`config.mk`:
```
export PLATFORM = sky130hd
export DESIGN_NAME = mem_arbiter
export DESIGN_NICKNAME = d
export VERILOG_FILES = /design/src/rtl/mem_arbiter.sv
export SDC_FILE = /design/constraint.sdc
export NUM_CORES = 1
export LEC_CHECK = 0
export ABC_AREA = 0
export ABC_CLOCK_PERIOD_IN_PS = 2800
export CAP_MARGIN = 20
export CORE_MARGIN = 2
export CORE_UTILIZATION = 38
export DETAILED_ROUTE_END_ITERATION = 10
export MAX_ROUTING_LAYER = met4
export PLACE_DENSITY = 0.78
export RECOVER_POWER = 100
export SYNTH_ARGS = -nofsm -noshare
export SYNTH_HDL_FRONTEND = slang
export SYNTH_SLANG_ARGS = --single-unit
```
`constraint.sdc`:
```
create_clock -name clk -period 2.8 [get_ports clk]
set_input_delay 0.56 -clock clk [delete_from_list [all_inputs] [get_ports clk]]
set_output_delay 0.56 -clock clk [all_outputs]
set_load 0.02 [all_outputs]
```
`src/rtl/mem_arbiter.sv`:
```
// mem_arbiter: shares one single-port memory between the debug loader (dbg),
// the core data port (data) and the core instruction port (instr). One
// transaction is in flight at a time. Read data is routed back to its owner.
// A starvation counter promotes instr to top priority after a bounded wait.
module mem_arbiter #(
   parameter int MEM_LAT      = 1,
   parameter int STARVE_LIMIT = 8
) (
   input  logic        clk,
   input  logic        rst_n,
   // debug / loader port
   input  logic        dbg_req,
   input  logic        dbg_we,
   input  logic [31:0] dbg_addr,
   input  logic [31:0] dbg_wdata,
   input  logic [3:0]  dbg_strb,
   output logic        dbg_gnt,
   output logic        dbg_rvalid,
   output logic [31:0] dbg_rdata,
   // core data port
   input  logic        data_req,
   input  logic        data_we,
   input  logic [31:0] data_addr,
   input  logic [31:0] data_wdata,
   input  logic [3:0]  data_strb,
   output logic        data_gnt,
   output logic        data_rvalid,
   output logic [31:0] data_rdata,
   // core instruction port (read-only)
   input  logic        instr_req,
   input  logic [31:0] instr_addr,
   output logic        instr_gnt,
   output logic        instr_rvalid,
   output logic [31:0] instr_rdata,
   // memory macro side
   output logic        mem_en,
   output logic        mem_we,
   output logic [31:0] mem_addr,
   output logic [31:0] mem_wdata,
   output logic [3:0]  mem_strb,
   input  logic [31:0] mem_rdata,
   output logic        busy
);

   localparam int LAT_W = (MEM_LAT > 1) ? $clog2(MEM_LAT) : 1;
   localparam int STV_W = $clog2(STARVE_LIMIT + 1);
   localparam logic [LAT_W-1:0] LAT_LOAD = LAT_W'(MEM_LAT - 1);
   localparam logic [STV_W-1:0] STV_MAX  = STV_W'(STARVE_LIMIT);

   typedef enum logic [1:0] {
      ST_IDLE,
      ST_ISSUE,
      ST_WAIT,
      ST_RESP
   } state_t;

   typedef enum logic [1:0] {
      OWN_DBG,
      OWN_DATA,
      OWN_INSTR
   } owner_t;

   state_t            state_q, state_d;
   owner_t            owner_q, owner_d;
   logic              we_q, we_d;
   logic [LAT_W-1:0]  lat_q, lat_d;
   logic [STV_W-1:0]  starve_q, starve_d;
   logic [31:0]       addr_q, addr_d;
   logic [31:0]       wdata_q, wdata_d;
   logic [3:0]        strb_q, strb_d;
   logic [31:0]       dbg_rdata_q, dbg_rdata_d;
   logic [31:0]       data_rdata_q, data_rdata_d;
   logic [31:0]       instr_rdata_q, instr_rdata_d;
   logic              boost;

   // instr has waited long enough to jump ahead of dbg and data
   assign boost = (starve_q == STV_MAX);

   // fixed-priority grant (dbg > data > instr), boosted instr first; only in IDLE
   always_comb begin
      dbg_gnt   = 1'b0;
      data_gnt  = 1'b0;
      instr_gnt = 1'b0;
      if (state_q == ST_IDLE) begin
         if (boost && instr_req) begin
            instr_gnt = 1'b1;
         end else if (dbg_req) begin
            dbg_gnt = 1'b1;
         end else if (data_req) begin
            data_gnt = 1'b1;
         end else if (instr_req) begin
            instr_gnt = 1'b1;
         end
      end
   end

   // transaction sequencing: latch command on grant, issue, wait, respond
   always_comb begin
      state_d       = state_q;
      owner_d       = owner_q;
      we_d          = we_q;
      lat_d         = lat_q;
      addr_d        = addr_q;
      wdata_d       = wdata_q;
      strb_d        = strb_q;
      dbg_rdata_d   = dbg_rdata_q;
      data_rdata_d  = data_rdata_q;
      instr_rdata_d = instr_rdata_q;
      case (state_q)
         ST_IDLE: begin
            if (dbg_gnt) begin
               owner_d = OWN_DBG;
               we_d    = dbg_we;
               addr_d  = dbg_addr;
               wdata_d = dbg_wdata;
               strb_d  = dbg_strb;
               state_d = ST_ISSUE;
            end else if (data_gnt) begin
               owner_d = OWN_DATA;
               we_d    = data_we;
               addr_d  = data_addr;
               wdata_d = data_wdata;
               strb_d  = data_strb;
               state_d = ST_ISSUE;
            end else if (instr_gnt) begin
               owner_d = OWN_INSTR;
               we_d    = 1'b0;
               addr_d  = instr_addr;
               wdata_d = '0;
               strb_d  = '0;
               state_d = ST_ISSUE;
            end
         end
         ST_ISSUE: begin
            if (we_q) begin
               state_d = ST_IDLE;
            end else begin
               lat_d   = LAT_LOAD;
               state_d = ST_WAIT;
            end
         end
         ST_WAIT: begin
            if (lat_q == '0) begin
               case (owner_q)
                  OWN_DBG:   dbg_rdata_d   = mem_rdata;
                  OWN_DATA:  data_rdata_d  = mem_rdata;
                  OWN_INSTR: instr_rdata_d = mem_rdata;
                  default:   ;
               endcase
               state_d = ST_RESP;
            end else begin
               lat_d = lat_q - LAT_W'(1);
            end
         end
         ST_RESP: begin
            state_d = ST_IDLE;
         end
         default: begin
            state_d = ST_IDLE;
         end
      endcase
   end

   // starvation counter: counts ungranted instr request cycles, saturating
   always_comb begin
      starve_d = starve_q;
      if (!instr_req || instr_gnt) begin
         starve_d = '0;
      end else if (starve_q != STV_MAX) begin
         starve_d = starve_q + STV_W'(1);
      end
   end

   // memory strobe and read responses, driven only in ISSUE / RESP
   always_comb begin
      mem_en       = 1'b0;
      mem_we       = 1'b0;
      mem_addr     = '0;
      mem_wdata    = '0;
      mem_strb     = '0;
      dbg_rvalid   = 1'b0;
      data_rvalid  = 1'b0;
      instr_rvalid = 1'b0;
      if (state_q == ST_ISSUE) begin
         mem_en   = 1'b1;
         mem_we   = we_q;
         mem_addr = addr_q;
         if (we_q) begin
            mem_wdata = wdata_q;
            mem_strb  = strb_q;
         end
      end
      if (state_q == ST_RESP) begin
         case (owner_q)
            OWN_DBG:   dbg_rvalid   = 1'b1;
            OWN_DATA:  data_rvalid  = 1'b1;
            OWN_INSTR: instr_rvalid = 1'b1;
            default:   ;
         endcase
      end
   end

   assign busy        = (state_q != ST_IDLE);
   assign dbg_rdata   = dbg_rdata_q;
   assign data_rdata  = data_rdata_q;
   assign instr_rdata = instr_rdata_q;

   // control and response state; reset drops any in-flight read
   always_ff @(posedge clk or negedge rst_n) begin
      if (!rst_n) begin
         state_q       <= ST_IDLE;
         owner_q       <= OWN_DBG;
         we_q          <= 1'b0;
         lat_q         <= '0;
         starve_q      <= '0;
         dbg_rdata_q   <= '0;
         data_rdata_q  <= '0;
         instr_rdata_q <= '0;
      end else begin
         state_q       <= state_d;
         owner_q       <= owner_d;
         we_q          <= we_d;
         lat_q         <= lat_d;
         starve_q      <= starve_d;
         dbg_rdata_q   <= dbg_rdata_d;
         data_rdata_q  <= data_rdata_d;
         instr_rdata_q <= instr_rdata_d;
      end
   end

   // registered command payload; only observed while ISSUE is active
   always_ff @(posedge clk) begin
      addr_q  <= addr_d;
      wdata_q <= wdata_d;
      strb_q  <= strb_d;
   end

endmodule

```
Yosys cells after proc, flatten, opt, wreduce, memory -nomap -nowiden

Index checks and enable logic that the tools add are counted.

Add/sub/neg operators: 2
Equal/unequal tests: 10
Multiplexer cells: 51
Bitwise logic cells: 1
Reductions and logical operators: 15

Operators by type and width:

| operator            | number |
|---|---|
| $mux 32             | 9 |
| $mux 4              | 7 |
| $mux 1              | 25 |
| $mux 2              | 8 |
| $reduce_and 3->1    | 3 |
| $ne 4x4->1 const B  | 2 |
| $pmux 2 s4          | 1 |
| $eq 2x2->1 const B  | 3 |
| $reduce_and 2->1    | 3 |
| $reduce_bool 2->1   | 3 |
| $add 4x1->4 const B | 1 |
| $eq 2x1->1 const B  | 2 |
| $eq 4x4->1 const B  | 1 |
| $logic_not 2->1     | 2 |
| $ne 2x2->1 const B  | 2 |
| $reduce_bool 3->1   | 1 |
| $pmux 1 s2          | 1 |
| $logic_and 1x1->1   | 1 |
| $logic_not 1->1     | 1 |
| $logic_or 1x1->1    | 1 |
| $not 1->1           | 1 |
| $sub 1x1->1 const B | 1 |

Flip-flop bits (word level): 174
Output and inout port bits: 173

Logic depth before layout (Yosys ltp)

Gate-level depths: netlist of run 1.

Word-level depth: 9
Mapped depth: 7
Mapped depth without buffers: 5

Least setup slack after synthesis of run 1

No wires, ideal clock.

Path kind: input -> register
Start point: input port dbg_req
End point: register addr_q[0] (enable)
Library setup time: 0.432 ns
Data arrival time: 2.634 ns
Data required time: 2.368 ns
Slack: -0.266 ns
Stages on the path: 4
Buffers on the path: 2
Cell sequence: buf_2 -> or2_2 -> clkbuf_1 -> o21a_1

Longest elaborated chain between the ends: 5
Elaborated cells between the ends (all ways): 11
Those cells by class: 9 x mux; 2 x reduce/logical

Ends and longest elaborated chain:

| element                                | RTL line | RTL |
|---|---|---|
| from (decl)                            | 12       | `input logic dbg_req,` |
| $mux 1                                 | 87       | `end else if (dbg_req) begin` |
| $mux 1                                 | 85       | `if (boost && instr_req) begin` |
| $mux 1                                 | 84       | `if (state_q == ST_IDLE) begin` |
| $reduce_bool 3->1 (no source line) (*) | -        |  |
| $reduce_and 2->1 (no source line) (*)  | -        |  |
| to (signal assigned)                   | 233      | `addr_q <= addr_d;` |
| to (decl)                              | 68       | `logic [31:0] addr_q, addr_d;` |

Every way passes the cells marked *; elsewhere a longest branch is shown, timed or not.
A chain may end at the register's enable or synchronous reset.

Worst setup path in the final report of run 1

Start point: register state_q[0]
End point: output port mem_addr[30]

Longest elaborated chain between the ends: 2

Ends and longest elaborated chain:

| element                | RTL line | RTL |
|---|---|---|
| from (decl)            | 63       | `state_t state_q, state_d;` |
| from (signal assigned) | 220      | `state_q <= state_d;` |
| $eq 2x1->1             | 184      | `if (state_q == ST_ISSUE) begin` |
| $mux 32                | 184      |  |
| to (decl)              | 38       | `output logic [31:0] mem_addr,` |

Every way passes these cells.

==> results.sh, run 1 <==
export IMPL_status="complete, but fails checks"
export IMPL_violations="max-capacitance violations, max-slew violations"
export IMPL_clkTransAtPathRegs_ns=0.07
export IMPL_netlist_top_cells_area="dfrtp_1 32%, edfxtp_1 25%, mux2_2 12%"
export IMPL_cp_slowest_cell="clkdlybuf4s50_1"
export IMPL_r2r_slack_ns=0.45
export IMPL_synth_simple_area_share=0.1248
export IMPL_finalWorstSetupSlack_ns=0.06781
export IMPL_yosys_warnings=0
export IMPL_drtPass1Iterations=4
export IMPL_drt_iter0_drc=296
export IMPL_cp_depth=4
export IMPL_rsz0062_at_grt="yes"
export IMPL_crit_path_start_kind="register"
export IMPL_synth_top_area_share=0.3227
export IMPL_area_delta_synth_final_pct=56.15
export IMPL_worst_setup_path_type="register to output port"
export IMPL_antenna_cells=0
export IMPL_cts_root_buf="clkbuf_16"
export IMPL_layout_commonest_cell="clkdlybuf4s50_1"
export IMPL_period_share=0.9758
export IMPL_synthAdderAreaFrac=0.003074
export IMPL_hold_path_class="register to register"
export IMPL_final_cell_mix="268 x clkdlybuf4s50_1, 105 x dfrtp_1, 100 x dlygate4sd3_1"
export IMPL_synth_fp_nets=826
export IMPL_synth_area_um2=8142
export IMPL_vias_per_cell=5.272
export IMPL_worstSkewPairLatency_ns=0.42
export IMPL_synthMuxAreaShare=0.1328
export IMPL_grt_overflow=0
export IMPL_die_y_um=150.4
export IMPL_final_util=0.6048
export IMPL_rr_worst_depth=7
export IMPL_critPathMaxFanout=43
export IMPL_timing_fmax_ghz=0.3660
export IMPL_synth_top_family_by_area="multiplexers"
export IMPL_startpoint="state_q[0]"
export IMPL_cts_max_path_buffers=2
export IMPL_vias=6685
export IMPL_final_antenna_net_count=0
export IMPL_core_area_um2=21020
export IMPL_crit_chain="nor2b_4 -> buf_8 -> and2_1 -> clkdlybuf4s50_1"
export IMPL_io_buffers=379
export IMPL_synth_seq_area_share=0.5735
export IMPL_p_leak_uw=0.005266
export IMPL_wl_per_cell_um=19.30
export IMPL_placed_cells=1236
export IMPL_final_net_count=1189
export IMPL_synth_seq_cells=173
export IMPL_cp_arrival_ns=2.17
export IMPL_powerDensity_nw_per_um2=1005
export IMPL_cts_sinks=173
export IMPL_initial_utilization=0.3873
export IMPL_pre_cts_ws_ns=0.08871
export IMPL_clkPwrFrac=0.179
export IMPL_p_switching_uw=4818
export IMPL_cap_violations=1
export IMPL_ys_types=41
export IMPL_cp_end_kind="output port"
export IMPL_synth_cells=617
export IMPL_sw_frac_of_total=0.3769
export IMPL_finalSetupViolations=0
export IMPL_post_cts_setup_buffers=0
export IMPL_crit_buf_inv=2
export IMPL_crit_end="mem_addr[30]"
export IMPL_fin_skew_ns=0.01373
export IMPL_track_usage=0.2192
export IMPL_async_flop_share=0.6069
export IMPL_rows=53
export IMPL_drv_slew=40
export IMPL_grt_pass1_vias=6686
export IMPL_synth_edf_count=68
export IMPL_synth_xor_area_frac=0.002152
export IMPL_maxSlewHeadroom=-0.4811
export IMPL_placed_cell_area_um2=12250
export IMPL_p_int_uw=7964
export IMPL_grt_max_degree=70
export IMPL_final_area_um2=12710
export IMPL_ir_worst_vdd_uv=406.4
export IMPL_comb_power_share=0.474
export IMPL_remaining_drc_errors=0
export IMPL_r2r_end="addr_q[23]"
export IMPL_die_area_um2=22610
export IMPL_dieWidth_um=150.4
export IMPL_drt_total_wl_um=24470
export IMPL_cp_top_family="buffers and inverters"
export IMPL_cts_tree="built"
export IMPL_hold_violations=0
export IMPL_seq_power_share=0.346
export IMPL_drive_above_1_share=0.1571
export IMPL_synth_top_flop_cell="dfrtp_1"
export IMPL_pin_count=380
export IMPL_rr_startpoint="starve_q[0]"
export IMPL_cts_made_buffers=17
export IMPL_worstPathRequired_ns=2.24
export IMPL_synth_area_leader_cell="dfrtp_1"
export IMPL_globalplace_congestion=0.8007
export IMPL_synth_compound_area_frac=0.1233
export IMPL_place_hpwl_um=17880
export IMPL_antenna_found_initial=0
export IMPL_slowest_delay_ns=0.67
export IMPL_h_tree_depth=4
export IMPL_tightest_slew_ns=2.222
export IMPL_stdcell_count=1268
export IMPL_grt_pass1_wl_um=36890
export IMPL_period_minus_slack_ns=2.732
export IMPL_syn_avg_cell_area_um2=13.20
## metal layers
layer,vias to the layer above,track usage,wire length [um]
met1,3275,0.2633,9784
li1,3090,-,-
met5,-,-,0
met3,32,0.05091,1931
met4,0,0.07689,569
met2,288,0.3627,12180
## worst min-delay path by stage
stage          slack, ns  cells after the start              to          start
6_report            0.48                      1   data_rdata[7]  data_rdata[7]
5_1_grt             0.50                      1   data_rdata[7]  data_rdata[7]
4_1_cts             0.11                      1  data_rdata[19]          rst_n
3_5_place_dp        0.47                      1   data_rdata[7]  data_rdata[7]
3_3_place_gp        0.47                      1   dbg_rdata[11]  dbg_rdata[11]
2_1_floorplan       0.26                      0       async pin          rst_n
## synthesized netlist by cell type (all sizes together) (2+ instances only)
cell,n
a21boi,2
a21oi,2
a221o,33
a22oi,37
a41o,32
and2,33
and3,37
buf,34
clkbuf,25
dfrtp,105
edfxtp,68
ha,2
inv,5
mux2,96
nand2,2
nand2b,3
nand3,3
nor2,43
nor2b,2
nor3,5
nor3b,33
o211ai,2
o21ai,2
xor2,2
## sequential cells by signal, indices dropped and copies added (netlist names), named ones only
name and cells:
instr_rdata 32, state_q 1, owner_q 2, wdata_q 32, dbg_rdata 32, addr_q 32
starve_q 4, data_rdata 32, strb_q 4, we_q 1
## stage by stage
stage               power, uW  hold slack, ns  TNS (ns)
finish                  12780          0.4825         0
global route            13480          0.5006   -0.3554
CTS                     13260          0.1095         0
detailed placement      10960          0.4748         0
global placement        10830          0.4667         0
floorplan                7845          0.2644         0
## power groups by stage
stage	registers (uW)	logic [uW]	clock network (uW)
5_1_grt	4560	6480	2440
3_3_place_gp	4470	6360	0
6_report	4430	6060	2290
2_1_floorplan	5300	2550	0
4_1_cts	4480	6440	2340
3_5_place_dp	4530	6430	0
## logic make-up (layout without fill, tap and decap cells)
group	Yosys count	count (layout)
buffers and inverters	65	441
AOI/OAI and AO/OA	113	113
adders and majority gates	2	2
muxes	96	96
DFF	173	173
xor gates and xnor gates	2	2
and+or+nand+nor	166	166
## what timing repair did
item                                    in CTS  in global routing
hold buffers                                 0                  0
gates resized for setup                      4                  8
endpoints found under the setup margin       5                 27
## final cells by class
class | instances | area, um2
repair buffers | 403 | 3956
inverters | 6 | 23.77
clock buffers | 17 | 425.4
multi-input cells | 379 | 3154
well taps | 275 | 344.1
fillers | 1697 | 8308
clock inverters | 15 | 140.1
flip-flops and latches | 173 | 4669
Note: power is estimated with default switching activity, not from simulation.
==> inputs of run 2 (changes only) <==
--- a/config.mk
+++ b/config.mk
@@ -8,12 +8,12 @@
 export ABC_AREA = 0
 export ABC_CLOCK_PERIOD_IN_PS = 2800
 export CAP_MARGIN = 20
-export CORE_MARGIN = 2
 export CORE_UTILIZATION = 38
 export DETAILED_ROUTE_END_ITERATION = 10
 export MAX_ROUTING_LAYER = met4
 export PLACE_DENSITY = 0.78
 export RECOVER_POWER = 100
+export SLEW_MARGIN = 20
 export SYNTH_ARGS = -nofsm -noshare
 export SYNTH_HDL_FRONTEND = slang
 export SYNTH_SLANG_ARGS = --single-unit
==> run 2 against run 1 <==
Net effect:
- the flow now finishes without violations
- clock power is essentially flat
- wire length increased by 2.0%
- final cell count decreased by 0.39%
- design area decreased by 0.50%
- largest cell class unchanged
==> results.sh, run 2 (synthesized netlist as in run 1, its figures left out) <==
export IMPL_worst_setup_path_type="register to output port"
export IMPL_remaining_drc_errors=0
export IMPL_worstPathRequired_ns=2.24
export IMPL_top_usage_layer="met2"
export IMPL_grt_pass1_vias=6841
export IMPL_slowest_delay_ns=0.63
export IMPL_maxSlewHeadroom=0.1024
export IMPL_whs_ns=0.4114
export IMPL_cp_arrival_ns=2.13
export IMPL_hold_path_class="primary input to async pin"
export IMPL_wl_per_cell_um=19.76
export IMPL_use_met1=0.2775
export IMPL_vias=6755
export IMPL_core_area_um2=21020
export IMPL_drtPass1Iterations=5
export IMPL_initial_utilization=0.3873
export IMPL_rows=53
export IMPL_cts_sinks=173
export IMPL_comb_power_share=0.475
export IMPL_cap_violations=0
export IMPL_layout_commonest_cell="clkdlybuf4s50_1"
export IMPL_final_cell_mix="267 x clkdlybuf4s50_1, 105 x dfrtp_1, 101 x dlygate4sd3_1"
export IMPL_crit_path_start_kind="register"
export IMPL_cp_slowest_cell="clkdlybuf4s50_1"
export IMPL_met2_usage=0.3779
export IMPL_period_share=0.9610
export IMPL_cp_top_family="buffers and inverters"
export IMPL_die_area_um2=22020
export IMPL_status="complete, no violations"
export IMPL_worstSkewPairLatency_ns=0.44
export IMPL_cts_made_buffers=17
export IMPL_pin_count=380
export IMPL_fin_skew_ns=0.01487
export IMPL_seq_power_share=0.347
export IMPL_antenna_found_initial=1
export IMPL_powerDensity_nw_per_um2=1010
export IMPL_final_util=0.6018
export IMPL_sw_frac_of_total=0.3799
export IMPL_critPathMaxFanout=28
export IMPL_final_net_count=1184
export IMPL_cp_end_kind="output port"
export IMPL_io_buffers=379
export IMPL_grt_use_met3=0.05337
export IMPL_hold_violations=0
export IMPL_cts_tree="built"
export IMPL_p_leak_uw=0.005214
export IMPL_drt_iter0_drc=420
export IMPL_drv_slew=0
export IMPL_pre_cts_ws_ns=0.1413
export IMPL_dieWidth_um=148.4
export IMPL_final_antenna_net_count=0
export IMPL_ir_worst_vdd_uv=664.1
export IMPL_place_hpwl_um=17720
export IMPL_p_switching_uw=4855
export IMPL_tightest_slew_ns=1.346
export IMPL_grt_overflow=0
export IMPL_drt_total_wl_um=24960
export IMPL_finalWorstSetupSlack_ns=0.1093
export IMPL_finalSetupViolations=0
export IMPL_clkTransAtPathRegs_ns=0.07
export IMPL_clkPwrFrac=0.178
export IMPL_grt_max_degree=71
export IMPL_drive_above_1_share=0.1489
export IMPL_crit_chain="nor2b_4 -> buf_6 -> and2_0 -> clkdlybuf4s50_1"
export IMPL_finalSetupTns_ns=0
export IMPL_cts_hold_buf=0
export IMPL_track_usage=0.2322
export IMPL_crit_buf_inv=2
export IMPL_globalplace_congestion=0.8213
export IMPL_post_cts_setup_buffers=0
export IMPL_p_int_uw=7924
export IMPL_grt_pass1_wl_um=37760
export IMPL_die_y_um=148.4
export IMPL_cts_root_buf="clkbuf_16"
export IMPL_vias_per_cell=5.348
export IMPL_rsz0062_at_grt="no"
export IMPL_cts_max_path_buffers=2
export IMPL_period_minus_slack_ns=2.691
export IMPL_h_tree_depth=4
export IMPL_timing_fmax_ghz=0.3717
export IMPL_area_delta_synth_final_pct=55.37
run 2: changes by cell type in the layout (fill, tap and decap cells not counted), moves of 2 or more:
cell / before / now
clkbuf_2: 8 / 4
clkinvlp_4: 1 / 3
and2_1: 20 / 22
clkinv_2: 3 / 1
inv_8: 5 / 3
buf_2: 1 / 3
run 2: power groups by stage:
stage	registers [uW]	clock network (uW)	logic, uW
finish	4430	2280	6070
global route	4570	2440	6440
CTS	4480	2320	6460
detailed placement	4530	0	6440
global placement	4470	0	6360
floorplan	5300	0	2550
run 2: layout make-up:
cell class,count,area (um2)
inverters,6,22.52
flip-flops and latches,173,4669
well taps,275,344.1
repair buffers,398,3895
clock inverters,14,135.1
multi-input cells,379,3156
fillers,1699,8372
clock buffers,17,425.4
diodes,1,2.502
run 2: stage by stage:
stage / total power, uW / instance area (um2) / instances
final: 12780 / 12650 / 1263
after global routing: 13450 / 12650 / 1263
after CTS: 13260 / 12740 / 1262
after detailed placement: 10970 / 12170 / 1231
after global placement: 10830 / 12170 / 1231
after floorplan: 7845 / 8143 / 617
run 2: path summary, 6_finish.rpt:
check	to	depth (start not counted)	slack, ns	from
max	mem_addr[23]	4	0.11	state_q[0]
min	dbg_rdata[25]	1	0.41	rst_n
max reg2reg	wdata_q[18]	6	0.22	starve_q[0]
min reg2reg	dbg_rdata[17]	1	0.48	dbg_rdata[17]
max in group asynchronous	data_rdata[5]	2	0.53	rst_n
min in group clk	dbg_rdata[17]	1	0.48	dbg_rdata[17]
run 2: routing by layer:
layer | wire length, um | vias to the layer above
met5 | 0 | -
met4 | 735 | 0
met3 | 1857 | 54
met2 | 12330 | 344
met1 | 10040 | 3276
li1 | - | 3081
run 2: what timing repair did:
action                                  in CTS  in global routing
endpoints found under the setup margin       3                  7
resized for setup                            2                  7
pin swaps                                    0                  0
==> inputs of run 3 (changes only) <==
--- a/config.mk
+++ b/config.mk
@@ -6,12 +6,14 @@
 export NUM_CORES = 1
 export LEC_CHECK = 0
 export ABC_AREA = 0
-export ABC_CLOCK_PERIOD_IN_PS = 2800
+export ABC_CLOCK_PERIOD_IN_PS = 3000
 export CAP_MARGIN = 20
-export CORE_UTILIZATION = 38
+export CORE_AREA = 2 2 149 151
+export CTS_BUF_LIST = sky130_fd_sc_hd__clkbuf_8
 export DETAILED_ROUTE_END_ITERATION = 10
+export DIE_AREA = 0 0 151 153
 export MAX_ROUTING_LAYER = met4
-export PLACE_DENSITY = 0.78
+export PLACE_DENSITY = 0.75
 export RECOVER_POWER = 100
 export SLEW_MARGIN = 20
 export SYNTH_ARGS = -nofsm -noshare
==> constraint.sdc (replaced) <==
create_clock -name clk -period 3 [get_ports clk]
set_input_delay 0.6 -clock clk [delete_from_list [all_inputs] [get_ports clk]]
set_output_delay 0.6 -clock clk [all_outputs]
set_load 0.02 [all_outputs]
==> run 3 against run 2 <==
Net effect:
- the run now ends with design-rule violations, max-capacitance violations, max-slew violations left
- utilization shrank 1.9 points
- via count shrank 0.52%
- register-to-register slack gained 0.10 ns
- worst hold slack gained 0.039 ns
- die area grew 4.9%
- sequential power shrank 6.5%
- flip-flop and latch count is the same
- critical path depth grew 1
- non-clock buffer count shrank 1
- clock power shrank 27%
- highest routed layer unchanged
==> results.sh, run 3 (synthesized netlist as in run 1, its figures left out) <==
export IMPL_crit_buf_inv=2
export IMPL_hold_violations=0
export IMPL_final_util=0.5832
export IMPL_final_area_um2=12530
export IMPL_drive_above_1_share=0.1489
export IMPL_fin_skew_ns=0.02134
export IMPL_place_hpwl_um=18430
export IMPL_globalplace_congestion=0.8376
export IMPL_cts_made_buffers=17
export IMPL_initial_utilization=0.3789
export IMPL_core_area_um2=21490
export IMPL_cts_tree="built"
export IMPL_area_delta_synth_final_pct=53.91
export IMPL_timing_fmax_ghz=0.3483
export IMPL_slowest_delay_ns=0.62
export IMPL_grt_pass1_vias=6858
export IMPL_wl_per_cell_um=19.99
export IMPL_cts_hold_buf=0
export IMPL_dieWidth_um=151
export IMPL_pin_count=380
export IMPL_tightest_slew_ns=1.538
export IMPL_crit_chain="dlygate4sd3_1 -> or2_0 -> a21oi_1 -> and2_1 -> clkbuf_2"
export IMPL_die_area_um2=23100
export IMPL_final_antenna_net_count=0
export IMPL_cp_top_family="buffers and inverters"
export IMPL_drt_total_wl_um=25330
export IMPL_drtPass1Iterations=10
export IMPL_ir_worst_vdd_uv=776.9
export IMPL_grt_pass1_wl_um=38100
export IMPL_worst_setup_path_type="primary input to output port"
export IMPL_io_buffers=379
export IMPL_drt_iter0_drc=371
export IMPL_h_tree_depth=4
export IMPL_final_net_count=1183
export IMPL_placed_cell_area_um2=12180
export IMPL_grt_overflow=0
export IMPL_vias=6720
export IMPL_finalSetupViolations=0
export IMPL_period_minus_slack_ns=2.871
export IMPL_cap_violations=2
export IMPL_antenna_found_initial=0
export IMPL_cts_root_buf="clkbuf_8"
export IMPL_p_leak_uw=0.005184
export IMPL_cts_sinks=173
export IMPL_ctsResizeCount=0
export IMPL_critPathMaxFanout=7
export IMPL_cts_max_path_buffers=2
export IMPL_rsz0062_at_grt="no"
export IMPL_drv_slew=85
export IMPL_post_cts_setup_buffers=0
export IMPL_finalSetupTns_ns=0
export IMPL_status="complete, but fails checks"
export IMPL_grt_max_degree=71
export IMPL_rows=54
export IMPL_clkTransAtPathRegs_ns=0.10
export IMPL_track_usage=0.2216
export IMPL_final_cell_mix="267 x clkdlybuf4s50_1, 108 x dlygate4sd3_1, 105 x dfrtp_1"
export IMPL_cp_arrival_ns=2.27
export IMPL_cp_end_kind="output port"
export IMPL_powerDensity_nw_per_um2=916.3
export IMPL_crit_path_start_kind="primary input"
export IMPL_worstSkewPairLatency_ns=0.45
export IMPL_period_share=0.9570
export IMPL_violations="design-rule violations, max-capacitance violations, max-slew violations"
export IMPL_vias_per_cell=5.304
export IMPL_maxSlewHeadroom=-0.02913
export IMPL_r2r_slack_ns=0.32
export IMPL_worstPathRequired_ns=2.40
export IMPL_cp_slowest_cell="dlygate4sd3_1"
export IMPL_die_y_um=153
export IMPL_layout_commonest_cell="clkdlybuf4s50_1"
export IMPL_antenna_cells=0
export IMPL_hold_path_class="primary input to async pin"
export IMPL_remaining_drc_errors=3
-- run 3: changes by cell type in the layout (fill, tap and decap cells not counted), sizes merged --
cell | previous run | this run
clkinv | 5 | 6
dlygate4sd2 | 1 | 0
inv | 12 | 13
clkbuf | 29 | 26
buf | 17 | 15
diode | 1 | 0
clkinvlp | 3 | 0
dlygate4sd3 | 101 | 108
-- run 3: area by class of cell --
type / count / area [um2]
Sequential cell: 173 / 4669
Inverter: 6 / 22.52
Fill cell: 1804 / 8955
Clock buffer: 19 / 261.5
Tap cell: 280 / 350.3
Clock inverter: 13 / 141.4
Multi-Input combinational cell: 379 / 3163
Timing Repair Buffer: 397 / 3923
-- run 3: worst paths after layout --
check / start / to / cells after the start
min: rst_n / dbg_rdata[11] / 1
max: data_req / instr_gnt / 5
max in group asynchronous: rst_n / instr_rdata[21] / 2
min in group clk: dbg_rdata[16] / dbg_rdata[16] / 1
max reg2reg: state_q[0] / data_rdata[1] / 4
min reg2reg: dbg_rdata[16] / dbg_rdata[16] / 1
-- run 3: through the flow --
stage / hold WS, ns / setup WS [ns] / cells / power [uW]
floorplan: 0.3044 / 0.5843 / 617 / 7322
global placement: 0.4674 / 0.2307 / 1235 / 10130
detailed placement: 0.4767 / 0.2403 / 1235 / 10260
CTS: 0.1841 / 0.05229 / 1267 / 11930
global route: 0.5150 / 0.005085 / 1267 / 12140
finish: 0.4503 / 0.1291 / 1267 / 11480
-- run 3: power by group --
group          switching [uW]  internal (uW)  total, uW
Clock                     988            673       1660
Combinational            3070           2610       5680
Sequential                446           3690       4140
-- run 3: metal layers --
| layer | global-route usage | vias to the layer above | wire, um |
|---|---|---|---|
| met5 | - | - | 0 |
| met3 | 0.06478 | 41 | 2089 |
| li1 | - | 3087 | - |
| met1 | 0.2583 | 3278 | 10090 |
| met2 | 0.3677 | 314 | 12540 |
| met4 | 0.06987 | 0 | 605 |
